===== src/rtl/mmcm_reconfig_ctrl.sv =====
// mmcm_reconfig_ctrl: run-time MMCM reprogramming sequencer over the DRP.
// Holds the MMCM in reset, applies a profile of masked read-modify-write DRP
// updates fetched from an external 1-cycle-latency table, releases reset and
// waits for lock. It is the only driver of the MMCM reset and the DRP ports.
// Ports:
//   i_clk, i_rst_n          control clock, async active-low reset
//   i_req, i_profile        start pulse and profile select (sampled in IDLE)
//   o_busy, o_done, o_err   status; o_done/o_err are one-cycle pulses
//   o_err_code              01 = DRDY timeout, 10 = lock timeout
//   o_tbl_addr, i_tbl_data  profile table {drp_addr[38:32], mask[31:16], data[15:0]}
//   o_daddr, o_den, o_dwe, o_di, i_do, i_drdy   DRP
//   o_mmcm_rst, i_locked    MMCM reset (active high) and async lock input
//   o_clk_ready             generated clock usable downstream
// Optional: define MMCM_LOCK_RECOVER_EN to re-run the last profile when lock
// is lost while ready.
module mmcm_reconfig_ctrl #(
    parameter int NUM_PROFILES = 4,
    parameter int ENTRIES      = 8,
    parameter int RST_HOLD     = 4,
    parameter int DRDY_TIMEOUT = 64,
    parameter int LOCK_TIMEOUT = 65536,
    localparam int PW = $clog2(NUM_PROFILES),
    localparam int AW = $clog2(NUM_PROFILES * ENTRIES)
) (
    input  logic          i_clk,
    input  logic          i_rst_n,
    input  logic          i_req,
    input  logic [PW-1:0] i_profile,
    output logic          o_busy,
    output logic          o_done,
    output logic          o_err,
    output logic [1:0]    o_err_code,
    output logic [AW-1:0] o_tbl_addr,
    input  logic [38:0]   i_tbl_data,
    output logic [6:0]    o_daddr,
    output logic          o_den,
    output logic          o_dwe,
    output logic [15:0]   o_di,
    input  logic [15:0]   i_do,
    input  logic          i_drdy,
    output logic          o_mmcm_rst,
    input  logic          i_locked,
    output logic          o_clk_ready
);
    localparam int IW = $clog2(ENTRIES);
    // One shared counter serves reset hold, DRDY and lock timeouts; the lock
    // timeout is the longest of the three.
    localparam int CW = $clog2(LOCK_TIMEOUT + 1);
    localparam logic [CW-1:0] HOLD_MAX = CW'(RST_HOLD - 1);
    localparam logic [CW-1:0] DRDY_MAX = CW'(DRDY_TIMEOUT - 1);
    localparam logic [CW-1:0] LOCK_MAX = CW'(LOCK_TIMEOUT - 1);
    localparam logic [IW-1:0] IDX_LAST = IW'(ENTRIES - 1);

    typedef enum logic [3:0] {
        S_IDLE, S_RST_HOLD, S_FETCH, S_RD, S_RD_WAIT, S_WR, S_WR_WAIT,
        S_RELEASE, S_WAIT_LOCK, S_DONE, S_ERR
    } state_t;

    state_t        state;
    logic [PW-1:0] prof;
    logic [IW-1:0] idx;
    logic [CW-1:0] cnt;
    logic [15:0]   mask;
    logic [15:0]   wdata;
    logic [1:0]    lock_ff;
    logic          locked_sync;
    logic          start;

    assign locked_sync = lock_ff[1];

`ifdef MMCM_LOCK_RECOVER_EN
    assign start = i_req || (o_clk_ready && !locked_sync);
`else
    assign start = i_req;
`endif

    always_ff @(posedge i_clk or negedge i_rst_n) begin
        if (!i_rst_n) begin
            lock_ff <= '0;
        end else begin
            lock_ff <= {lock_ff[0], i_locked};
        end
    end

    always_ff @(posedge i_clk or negedge i_rst_n) begin
        if (!i_rst_n) begin
            // Power-up goes straight to lock wait so the default profile locks.
            state       <= S_WAIT_LOCK;
            prof        <= '0;
            idx         <= '0;
            cnt         <= '0;
            mask        <= '0;
            wdata       <= '0;
            o_busy      <= 1'b0;
            o_done      <= 1'b0;
            o_err       <= 1'b0;
            o_err_code  <= 2'b00;
            o_den       <= 1'b0;
            o_dwe       <= 1'b0;
            o_daddr     <= '0;
            o_di        <= '0;
            o_tbl_addr  <= '0;
            o_mmcm_rst  <= 1'b1;
            o_clk_ready <= 1'b0;
        end else begin
            o_den  <= 1'b0;
            o_dwe  <= 1'b0;
            o_done <= 1'b0;
            o_err  <= 1'b0;
            case (state)
                S_IDLE: begin
                    o_clk_ready <= o_clk_ready & locked_sync;
                    if (start) begin
                        if (i_req) prof <= i_profile;
                        o_busy      <= 1'b1;
                        o_clk_ready <= 1'b0;
                        o_mmcm_rst  <= 1'b1;
                        o_err_code  <= 2'b00;
                        idx         <= '0;
                        cnt         <= '0;
                        state       <= S_RST_HOLD;
                    end
                end
                S_RST_HOLD: begin
                    if (cnt == HOLD_MAX) begin
                        o_tbl_addr <= AW'(prof) * AW'(ENTRIES);
                        state      <= S_FETCH;
                    end else begin
                        cnt <= cnt + CW'(1);
                    end
                end
                // Address was presented on entry; table data is valid in S_RD.
                S_FETCH: state <= S_RD;
                S_RD: begin
                    o_den   <= 1'b1;
                    o_daddr <= i_tbl_data[38:32];
                    mask    <= i_tbl_data[31:16];
                    wdata   <= i_tbl_data[15:0];
                    cnt     <= '0;
                    state   <= S_RD_WAIT;
                end
                S_WR: begin
                    o_den <= 1'b1;
                    o_dwe <= 1'b1;
                    cnt   <= '0;
                    state <= S_WR_WAIT;
                end
                S_RD_WAIT, S_WR_WAIT: begin
                    if (i_drdy) begin
                        if (state == S_RD_WAIT) begin
                            // Mask bit set keeps the current register bit.
                            o_di  <= (i_do & mask) | (wdata & ~mask);
                            state <= S_WR;
                        end else if (idx == IDX_LAST) begin
                            state <= S_RELEASE;
                        end else begin
                            idx        <= idx + IW'(1);
                            o_tbl_addr <= o_tbl_addr + AW'(1);
                            state      <= S_FETCH;
                        end
                    end else if (cnt == DRDY_MAX) begin
                        o_err_code  <= 2'b01;
                        o_err       <= 1'b1;
                        o_busy      <= 1'b0;
                        o_mmcm_rst  <= 1'b1;
                        o_clk_ready <= 1'b0;
                        state       <= S_ERR;
                    end else begin
                        cnt <= cnt + CW'(1);
                    end
                end
                S_RELEASE: begin
                    o_mmcm_rst <= 1'b0;
                    cnt        <= '0;
                    state      <= S_WAIT_LOCK;
                end
                S_WAIT_LOCK: begin
                    o_mmcm_rst <= 1'b0;
                    if (locked_sync) begin
                        o_done      <= 1'b1;
                        o_clk_ready <= 1'b1;
                        o_busy      <= 1'b0;
                        state       <= S_DONE;
                    end else if (cnt == LOCK_MAX) begin
                        o_err_code  <= 2'b10;
                        o_err       <= 1'b1;
                        o_busy      <= 1'b0;
                        o_mmcm_rst  <= 1'b1;
                        o_clk_ready <= 1'b0;
                        state       <= S_ERR;
                    end else begin
                        cnt <= cnt + CW'(1);
                    end
                end
                S_DONE:  state <= S_IDLE;
                S_ERR:   state <= S_IDLE;
                default: state <= S_IDLE;
            endcase
        end
    end
endmodule


===== config.mk =====
export PLATFORM = sky130hd
export DESIGN_NAME = mmcm_reconfig_ctrl
export DESIGN_NICKNAME = d
export VERILOG_FILES = /design/src/rtl/mmcm_reconfig_ctrl.sv
export SDC_FILE = /design/constraint.sdc
export NUM_CORES = 1
export LEC_CHECK = 0
export BUFFER_PORTS_ARGS = -buffer_cell sky130_fd_sc_hd__buf_2
export CELL_PAD_IN_SITES_DETAIL_PLACEMENT = 1
export CELL_PAD_IN_SITES_GLOBAL_PLACEMENT = 2
export CORE_ASPECT_RATIO = 1.1
export CORE_MARGIN = 2
export CORE_UTILIZATION = 35
export DETAILED_ROUTE_END_ITERATION = 10
export PLACE_DENSITY_LB_ADDON = 0.1
export RECOVER_POWER = 25
export SETUP_SLACK_MARGIN = 0.05
export SLEW_MARGIN = 5
export SYNTH_ARGS = -nofsm -noshare
export SYNTH_HDL_FRONTEND = slang
export SYNTH_SLANG_ARGS = --single-unit

===== constraint.sdc =====
create_clock -name i_clk -period 3.1 [get_ports i_clk]
set_input_delay 0.155 -clock i_clk [delete_from_list [all_inputs] [get_ports i_clk]]
set_output_delay 0.155 -clock i_clk [all_outputs]
set_load 0.05 [all_outputs]

# == After elaboration in Yosys (flattened, before gate mapping) ==
# Cells that the tools add are included.
# totals
register_bits,97
latch_bits,0
ram_bits,0
romBits,0
input_bits,62
output_inout_bits,37
wordCells,124
memories,0
# op_classes
n_addsub,3
mul,0
n_div,0
n_lt_le_gt_ge,0
eq_ne,26
shifts,0
muxes,53
bitwise_logic,5
reduce_logical,19
# op_table
operator,count
two-way mux 17 bit,6
case mux 17 bit (5 select lines),1
bitwise AND 16 bit,2
case mux 4 bit (8 select lines),1
two-way mux 4 bit,6
"!= test 2 bit, second input constant",12
two-way mux 5 bit,4
two-way mux 3 bit,6
"adder 17 x 1 -> 17 bit, second input constant",1
"equality test 17 x 16 -> 1 bit, second input constant",1
"equality test 17 x 2 -> 1 bit, second input constant",1
"equality test 17 x 6 -> 1 bit, second input constant",1
two-way mux 1 bit,17
"equality test 4 x 3 -> 1 bit, second input constant",4
NOT 16 bit,1
bitwise OR 16 bit,1
AND reduction 5 bit,3
AND reduction 4 bit,3
two-way mux 2 bit,5
case mux 5 bit (2 select lines),1
"equality test 4 x 2 -> 1 bit, second input constant",2
AND reduction 7 bit,1
"!= test 3 bit, second input constant",2
case mux 1 bit (3 select lines),2
20 further kinds,22

# == Depth between registers and ports, before layout ==
# Gate-level depths: netlist of run 1.
# depth
word_depth,5
ltp_mapped,12
ltp_nobuf,11

# == Worst setup path after synthesis of run 1 ==
# No wires, ideal clock.
# synth_timing
path_type,register -> register
from,reg cnt[0]
to,reg cnt[11]
setup_ns,0.129
t_arrival_ns,2.275
t_required_ns,2.971
setup_slack_ns,0.696
path_stages_with_launch,13
path_buffers,1
synth_period_minus_slack_ns,2.404
cell_sequence,dfrtp_1 -> ha_1 -> nand4_1 -> nor4_1 -> nand3_1 -> nor2_1 -> ha_1 -> nor4_1 -> o32a_1 -> o211a_1 -> nand2_1 -> buf_6 -> o21ai_0
# synth_via
elab_chain_cells,4
elab_cells_between_ends,14
cone_classes,add/sub: 1; eq/ne: 6; mux: 6; reduce/logical: 1
# synth_lines
element,line_no,rtl
from (decl),62,logic [CW-1:0] cnt;
from (signal assigned),129,cnt <= cnt + CW'(1);
from (signal assigned),169,cnt <= cnt + CW'(1);
from (signal assigned),192,cnt <= cnt + CW'(1);
adder 17 x 1 -> 17 bit,"129, 169, 192",
"two-way mux 17 bit, on equally long branches","184, 161",
"two-way mux 17 bit, on equally long branches","179, 149",
case mux 17 bit (5 select lines),110,case (state)
# Several ways; a longest one is shown, not always the timed one. The select of a mux whose other input is x is not followed.
# A chain may end at the register's enable or synchronous reset.

# == Worst setup path in the final report of run 1 ==
# Same ends and word-level chain as after synthesis.

==> reports/metrics.cfg, run 1 <==
[critical_path]
path_max_fanout = 12
path_class = register to register
r2r_cells = 12
cpLargestDelayFamily = simple AND/OR/NAND/NOR gates
crit_chain = ha_1 -> nand4_1 -> nor4_1 -> nand3_1 -> nor2_1 -> ha_1 -> nor4_1 -> o32a_1 -> o211a_1 -> nand2_1 -> buf_4 -> o21ai_0
rr_endpoint = cnt[11]$_DFFE_PN0P_
reg2reg_slack_ps = 420
slowest_stage = dfrtp_1
reg2reg_from = cnt[0]$_DFFE_PN0P_
slowest_delay_ps = 400
crit_buf_inv = 1
worstSetupStartpointType = register
cp.arrival_ps = 2890
required_ps = 3310
endpoint_kind = register

[logic_synthesis]
yosysTopAreaCell = dfrtp_1
yosys-top-cells-count = dfrtp_1, mux2_2, o21ai_0, nand2_1, mux2i_1
yosys.area.top_type_share_pct = 51.5
synth-seq-cells = 97
synth-edff-count = 0
synth_area_um2 = 4620
ys.flop_type = dfrtp_1
syn_nets = 468
ys_types = 61
async_reset_ff_share_pct = 100
synth_cells = 401
yosysMostFrequentCell = dfrtp_1
synth.area.top_cells = dfrtp_1, mux2_2, o21ai_0
synth_area_per_cell_um2 = 11.5
yosysWarnings = 0
ys_seq_area_share_pct = 52.6

[finish]
diodes = 0
post-route-cell-area_um2 = 5580
multiInputGateArea_um2 = 2030
syn_to_final_growth_pct = 20.8
regArea_um2 = 2430
final_nets = 565
layout-drive-gt1-share_pct = 37.1
fill_cells = 1473

[timing]
maxSlewViolCount = 78
setup_ws_ps = 419
hold_viol_final = 0
clock.fmax_ghz = 0.373
fin_hold_ws_ps = 41.4
fin_tns_setup_ps = 0
setup_viol = 0
period_needed_ps = 2680
fin_crit_sh_pct = 86.5
relSlewSlack_pct = -28.1
clock_skew_ps = 3.70
worst_pin_slew_ps = 1920
grt_setup_unrepaired = no

[place]
place_ws_ps = 304
placed_area_um2 = 5260
io_buffer_count = 98
routabilityCongestion = 0.816
dp_hpwl_um = 7950

[floorplanning]
die_x_um = 114
boundaryPins = 99
start_util_pct = 35.4
rows = 44
die_height_um = 124
die_area_um2 = 14100
core-area_um2 = 13000

[clock_tree]
cts_buffer_depth = 2
cts_sinks = 97
cts_setup_buffers = 0
cts_tree = done
cts_buffers = 9
h-tree-depth = 3
cts_root_buf = clkbuf_16
worst_skew_pair.late_latency_ps = 340
clk_pin_slew_worst_paths_ps = 60

[min_path]
hold_end = mask[9]$_DFFE_PN0P_
hold_depth = 2
hp-class = input pin to register
hp-start = i_tbl_data[25]

[power_and_ir_drop]
ir_drop_mv = 0.503
powerDensity_nw_per_um2 = 1090
leakagePower_nw = 2.55

[run]
drv_cap = 1

[outcome]
status = complete, but fails checks
violations = max-capacitance violations, max-slew violations

[route]
antenna_left = 0
dr.pass1.iters = 4
vias_per_cell = 5.28
routed_wl_um = 11300
first_iter_violations = 174
drc = 0
routedWlPerCell_um = 17.1
dr_total_vias = 3495

[global_route]
grt-ovfl-total = 0
grt_pass1_vias = 3760
grt_pass1_wl_um = 18900
track_usage_pct = 16.8
grt_max_degree = 78
antenna_found_initial = 0

==> area by class of cell <==
cell class                 instances  area share (%)
clock buffer                      10            4.11
multi-input combinational        271            36.5
sequential                        97            43.6
clock inverter                     4            1.26
timing repair buffer             109            10.3
tap                              161            3.61
inverter                          10           0.673
==> worst register-to-register path, cell delays in order, from the launching register on <==
cell,delay (ps)
dfrtp_1,400
ha_1,290
nand4_1,180
nor4_1,290
nand3_1,150
nor2_1,140
ha_1,220
nor4_1,70
o32a_1,250
o211a_1,160
nand2_1,70
buf_4,210
o21ai_0,130
==> worst max-delay path by stage <==
stage,startpoint,to,slack [ps],cells after the start
2_1_floorplan,cnt[0]$_DFFE_PN0P_,cnt[11]$_DFFE_PN0P_,700,12
3_5_place_dp,cnt[0]$_DFFE_PN0P_,cnt[1]$_DFFE_PN0P_,300,11
3_3_place_gp,cnt[0]$_DFFE_PN0P_,cnt[10]$_DFFE_PN0P_,430,11
6_report,cnt[0]$_DFFE_PN0P_,cnt[11]$_DFFE_PN0P_,420,12
5_1_grt,cnt[0]$_DFFE_PN0P_,cnt[11]$_DFFE_PN0P_,190,11
4_1_cts,cnt[0]$_DFFE_PN0P_,cnt[1]$_DFFE_PN0P_,290,11
==> cell families after synthesis <==
| kind of cell | after synthesis | synth area share [%] |
|---|---|---|
| AO/OA/AOI/OAI | 101 | 14.4 |
| multiplexers | 59 | 13.9 |
| buffers and inverters | 33 | 3.66 |
| AND/OR/NAND/NOR | 106 | 14.1 |
| flip-flops | 97 | 52.6 |
| adder cells (fa/ha/maj) | 5 | 1.35 |
==> per-layer routing <==
metal | track usage [%] | vias to the layer above | share of wire, %
met1 | 22.6 | 1744 | 48
met4 | 5.24 | 0 | 1.4
met2 | 27.2 | 75 | 47
met5 | 0 | - | 0
met3 | 3.50 | 9 | 3.4
li1 | - | 1667 | -
==> through the flow <==
step,power (mW),util (%),std cells
final,6.09,42.7,662
after global placement,4.89,40.3,647
after floorplan,4.29,-,401
after detailed placement,4.97,40.3,647
after global routing,6.51,42.7,662
after CTS,6.17,42.7,662
==> registers in the layout, summed over array words and instances, names as in the netlist <==
| register | flops |
|---|---|
| o_err_code | 2 |
| o_tbl_addr | 5 |
| lock_ff | 2 |
| cnt | 17 |
| o_daddr | 7 |
| prof | 2 |
| o_done | 1 |
| idx | 3 |
| o_mmcm_rst | 1 |
| o_den | 1 |
| mask | 16 |
| o_busy | 1 |
| state | 4 |
| o_dwe | 1 |
| o_clk_ready | 1 |
| o_di | 16 |
| o_err | 1 |
| wdata | 16 |
==> timing repair <==
item                                    CTS  global route
endpoints found under the setup margin    0             1
resized for setup                         0             1
hold endpoints to repair                  1             0
hold buffers                              1             0
==> placed cells by master (no fill, tap or decap), types with 3 or more instances in the layout <==
| cell type | synthesis | routed |
|---|---|---|
| buf_4 | 2 | 10 |
| dfrtp_1 | 95 | 95 |
| nand3_1 | 14 | 14 |
| a21oi_1 | 12 | 12 |
| o41ai_1 | 5 | 5 |
| buf_2 | 12 | 96 |
| clkbuf_16 | 0 | 9 |
| o21ai_0 | 42 | 42 |
| and2_1 | 3 | 3 |
| nand2_1 | 32 | 32 |
| nor2_1 | 13 | 13 |
| nor4_1 | 4 | 4 |
| o31ai_2 | 3 | 3 |
| inv_1 | 9 | 9 |
| mux2_2 | 42 | 42 |
| nor3_1 | 5 | 5 |
| mux2i_1 | 17 | 17 |
| o21ai_1 | 3 | 3 |
| a31oi_1 | 5 | 5 |
| or3_1 | 4 | 4 |
| o31ai_1 | 7 | 7 |
| nand4_1 | 4 | 4 |
| nor4_2 | 3 | 3 |
| o32a_1 | 3 | 3 |
| ha_1 | 5 | 5 |
==> power breakdown <==
part / switching (mW) / internal (mW)
sequential: 0.376 / 1.77
combinational: 1.79 / 0.999
clock: 0.463 / 0.696
total: 2.62 / 3.46
Note: power is estimated with default switching activity, not from simulation.
==> run 2: changes to the inputs <==
CORE_ASPECT_RATIO = 0.6   (was 1.1)
==> run 2 against run 1 <==
Effect of this change:
- the flow still finishes with violations (max-capacitance violations, max-slew violations)
- routed wire length grew 8.7%
- first-iteration DRC count rose by 0.57%
- cell count up 1.5%
- worst hold slack worse by 2.6 ps
- global-route usage grew 1.4 points
- die area up 0.21%
- design area up 0.45%
- fmax decreased by 5.2%
==> reports/metrics.cfg, run 2 (same netlist as run 1, synthesis figures left out) <==
[global_route]
grt-busiest-layer = met1
grt_use_met2_pct = 26.3
grt_pass1_wl_um = 20100
grt-ovfl-total = 0
grt_util_met1_pct = 26.5
antenna_found_initial = 0
met3_usage_pct = 5.70
grt_pass1_vias = 3717
grt_max_degree = 63
track_usage_pct = 18.2

[timing]
worst_pin_slew_ps = 1590
fin_crit_sh_pct = 91.2
setup_viol = 0
grt_setup_unrepaired = no
fin_tns_setup_ps = 0
maxSlewViolCount = 62
period_needed_ps = 2830
clock_skew_ps = 10.3
relSlewSlack_pct = -5.83
clock.fmax_ghz = 0.354
hold_viol_final = 0

[floorplanning]
start_util_pct = 35.9
die_area_um2 = 14200
die_x_um = 152
die_height_um = 93.0
rows = 32
boundaryPins = 99
core-area_um2 = 12900

[critical_path]
reg2reg_from = cnt[0]$_DFFE_PN0P_
path_max_fanout = 21
crit_chain = ha_1 -> nand4_1 -> nor4_2 -> nand3_1 -> nor2_1 -> ha_1 -> nor4_1 -> o32a_1 -> o211ai_4 -> o21ai_0 -> o31ai_2
crit_top_cell = ha_1
slowest_delay_ps = 400
reg2reg_slack_ps = 270
slowest_stage = dfrtp_1
path_class = register to register
endpoint_kind = register
cp.arrival_ps = 3080
r2r_cells = 11
required_ps = 3360
worstSetupStartpointType = register
rr_endpoint = cnt[9]$_DFFE_PN0P_

[finish]
final_nets = 565
regMostFlops = cnt
layout-drive-gt1-share_pct = 33.7
syn_to_final_growth_pct = 21.3
fin_cells = 672
final_common_cell = dfrtp_1
fill_cells = 1443
largest_register_ffs = 17
diodes = 0
layout_common_cells = dfrtp_1, buf_2, mux2_2, o21ai_0, nand2_1

[route]
dr.pass1.iters = 4
vias_per_cell = 5.30
dr_total_vias = 3561
routed_wl_um = 12300
antenna_left = 0
routedWlPerCell_um = 18.3
drc = 0
first_iter_violations = 175

[place]
routabilityCongestion = 0.788
io_buffer_count = 98
place_inst = 655
dp_hpwl_um = 9100

[min_path]
hp-start = i_profile[1]
hp-class = input pin to register
hold_depth = 2
hold_end = prof[1]$_DFFE_PN0P_

[power_and_ir_drop]
leakagePower_nw = 2.50
powerDensity_nw_per_um2 = 1100
ir_drop_mv = 0.425

[clock_tree]
h-tree-depth = 3
cts_root_buf = clkbuf_16
worst_skew_pair.late_latency_ps = 350
cts_buffers = 9
cts_buffer_depth = 2
cts_tree = done
cts_sinks = 97
cts_setup_buffers = 0
clk_pin_slew_worst_paths_ps = 70

[outcome]
violations = max-capacitance violations, max-slew violations
status = complete, but fails checks

[run]
drv_cap = 1

-- run 2: worst max-delay path, delay by kind of cell (launching register included) --
family          cells  cell delay, ps
simple gates        5             900
fa+ha+maj           2             540
flops               1             400
compound gates      4             890
-- run 2: timing repair --
action / in CTS / in global routing
endpoints found under the hold margin: 62 / 0
hold buffers: 2 / 0
endpoints found under the setup margin: 0 / 17
resized for setup: 0 / 2
-- run 2: worst max path at each step --
stage | from | endpoint | slack, ps | depth (start not counted)
finish | cnt[0]$_DFFE_PN0P_ | cnt[9]$_DFFE_PN0P_ | 270 | 11
global route | cnt[0]$_DFFE_PN0P_ | cnt[1]$_DFFE_PN0P_ | 70 | 11
CTS | cnt[0]$_DFFE_PN0P_ | cnt[9]$_DFFE_PN0P_ | 70 | 11
detailed placement | cnt[0]$_DFFE_PN0P_ | cnt[9]$_DFFE_PN0P_ | 100 | 11
global placement | cnt[0]$_DFFE_PN0P_ | cnt[9]$_DFFE_PN0P_ | 450 | 11
floorplan | cnt[0]$_DFFE_PN0P_ | cnt[11]$_DFFE_PN0P_ | 700 | 12
-- run 2: cell type report --
class                   count  area, um^2  share of cell area [%]
multi-input cells         271        2040                    36.4
well taps                 170         213                    3.80
inverters                  10        37.5                   0.670
clock buffers               9         225                    4.02
repair buffers            109         566                    10.1
clock inverters             6        90.1                    1.61
flip-flops and latches     97        2430                    43.4
-- run 2: layer usage --
metal | up-vias | share of wire [%] | wire length, um
met3 | 7 | 6.7 | 819
met2 | 89 | 42 | 5140
li1 | 1687 | - | -
met1 | 1778 | 51 | 6260
met4 | 0 | 0.71 | 87
met5 | - | 0 | 0
-- run 2: stage by stage --
stage | hold WS (ps) | power [mW] | setup WS [ps] | utilization [%] | instance area [um^2]
after floorplan | -141 | 4.29 | 696 | - | 4620
after global routing | 25.5 | 6.58 | 66.7 | 43.6 | 5600
after detailed placement | 266 | 5.01 | 101 | 41.1 | 5280
after global placement | 267 | 4.93 | 448 | 41.1 | 5280
after CTS | 31.1 | 6.24 | 72.7 | 43.7 | 5610
final | 38.8 | 6.16 | 271 | 43.6 | 5600
-- run 2: power breakdown --
part	switching [mW]	internal [mW]
combinational	1.83	0.962
sequential	0.405	1.77
clock	0.490	0.707
total	2.73	3.44
==> run 3: changes to the inputs <==
PLACE_DENSITY_LB_ADDON = 0.3   (was 0.1)
==> run 3 against run 2 <==
Effect of this change:
- the flow still finishes with violations (max-capacitance violations, max-slew violations)
- global-route usage decreased by 0.17 points
- combinational power about the same
- critical path depth increased by 1
- register-to-register slack improved by 90 ps
- clock skew decreased by 3.0 ps
- worst hold slack got worse by 6.0 ps
- fmax increased by 3.3%
- via count increased by 1.3%
- sequential cell count unchanged
- non-clock buffer count decreased by 1
- largest cell class unchanged
==> reports/metrics.cfg, run 3 (same netlist as run 1, synthesis figures left out) <==
[clock_tree]
cts_buffers = 9
cts_sinks = 97
h-tree-depth = 3
clk_pin_slew_worst_paths_ps = 70
cts_buffer_depth = 2
cts_root_buf = clkbuf_16
worst_skew_pair.late_latency_ps = 350
cts_tree = done
cts_setup_buffers = 0

[floorplanning]
start_util_pct = 35.9
die_height_um = 93.0
die_area_um2 = 14200
rows = 32
core-area_um2 = 12900
boundaryPins = 99
die_x_um = 152

[power_and_ir_drop]
powerDensity_nw_per_um2 = 1100
ir_drop_mv = 0.424
comb_power_share_pct = 45.5
intPower_mw = 3.41
total_power_mw = 6.15
switchingPower_mw = 2.73
clkPwrFrac_pct = 19.1
switching_share_pct = 44.5
pwr-share-seq_pct = 35.4
leakagePower_nw = 2.55

[place]
routabilityCongestion = 0.826
io_buffer_count = 98
dp_hpwl_um = 8840

[outcome]
violations = max-capacitance violations, max-slew violations
status = complete, but fails checks

[finish]
layout_common_cells = buf_2, dfrtp_1, mux2_2, o21ai_0, nand2_1
final_nets = 564
regMostFlops = cnt
fill_cells = 1418
largest_register_ffs = 17
multiInputGateArea_um2 = 2040
syn_to_final_growth_pct = 21.2
layout-drive-gt1-share_pct = 37.8
regArea_um2 = 2430
final_common_cell = buf_2
diodes = 0

[timing]
fin_hold_ws_ps = 32.8
fin_crit_sh_pct = 88.3
hold_viol_final = 0
setup_viol = 0
clock_skew_ps = 7.30
period_needed_ps = 2740
clock.fmax_ghz = 0.365
maxSlewViolCount = 83
fin_tns_setup_ps = 0
grt_setup_unrepaired = no
relSlewSlack_pct = -43.2
worst_pin_slew_ps = 2150

[route]
dr_total_vias = 3607
vias_per_cell = 5.37
dr.pass1.iters = 4
drc = 0
routedWlPerCell_um = 18.1
first_iter_violations = 237
antenna_left = 0
routed_wl_um = 12200

[critical_path]
path_class = register to register
reg2reg_from = cnt[0]$_DFFE_PN0P_
slowest_delay_ps = 420
cp.arrival_ps = 2970
endpoint_kind = register
crit_chain = ha_1 -> nand4_1 -> nor4_2 -> nand3_1 -> nor2_1 -> ha_1 -> nor4_1 -> o32a_1 -> o211a_1 -> nand2_1 -> buf_4 -> o41ai_1
r2r_cells = 12
crit_top_cell = ha_1
worstSetupStartpointType = register
slowest_stage = dfrtp_1
required_ps = 3330
rr_endpoint = cnt[8]$_DFFE_PN0P_
reg2reg_slack_ps = 360
path_max_fanout = 12

[global_route]
grt-ovfl-total = 0
antenna_found_initial = 1
grt_pass1_vias = 3764
grt_max_degree = 83
track_usage_pct = 18.0
grt_pass1_wl_um = 20100

[min_path]
hp-class = input pin to register
hold_end = wdata[14]$_DFFE_PN0P_
hp-start = i_tbl_data[14]
hold_depth = 2

[run]
drv_cap = 1

[run 3: power groups by stage]
stage               clock network [mW]  logic, mW  registers (mW)
finish                            1.17       2.80            2.18
floorplan                            0       1.51            2.77
global route                      1.25       3.05            2.27
global placement                     0       2.72            2.17
CTS                               1.21       2.82            2.19
detailed placement                   0       2.80            2.21
[run 3: timing repair]
item                                   in CTS  in global routing
endpoints found under the hold margin       1                  0
hold buffers                                1                  0
setup endpoints to repair                   0                 17
resized for setup                           0                  3
[run 3: worst max path at each step]
stage,start,to,slack (ps)
detailed placement,cnt[0]$_DFFE_PN0P_,cnt[7]$_DFFE_PN0P_,260
global route,cnt[0]$_DFFE_PN0P_,cnt[4]$_DFFE_PN0P_,130
global placement,cnt[0]$_DFFE_PN0P_,cnt[10]$_DFFE_PN0P_,440
CTS,cnt[0]$_DFFE_PN0P_,cnt[7]$_DFFE_PN0P_,220
finish,cnt[0]$_DFFE_PN0P_,cnt[8]$_DFFE_PN0P_,360
floorplan,cnt[0]$_DFFE_PN0P_,cnt[11]$_DFFE_PN0P_,700
[run 3: cell type report]
class                   count  share of cell area [%]
clock buffers              10                    4.27
clock inverters             6                    1.27
inverters                  10                   0.670
multi-input cells         271                    36.4
flip-flops and latches     97                    43.4
well taps                 170                    3.80
repair buffers            108                    10.1
[run 3: layer usage]
metal	vias up	share of wire (%)	global-route usage, %	wire (um)
met2	102	44	26.3	5380
li1	1674	-	-	-
met5	-	0.11	0	13
met1	1818	48	26.6	5890
met3	11	6.6	5.05	803
met4	2	0.65	3.82	79
[run 3: critical path: cells and delay by family (launching register included)]
kind,cells,cell delay (ps)
simple gates,6,730
flops,1,420
buf+inv,1,190
fa+ha+maj,2,520
compound gates,3,760
[run 3: stage by stage]
step / std cells / util (%) / setup WS, ps / area [um^2]
CTS: 672 / 43.5 / 221 / 5590
floorplan: 401 / - / 696 / 4620
global placement: 655 / 41.0 / 442 / 5270
finish: 672 / 43.6 / 363 / 5600
global route: 672 / 43.6 / 129 / 5600
detailed placement: 655 / 41.0 / 255 / 5270
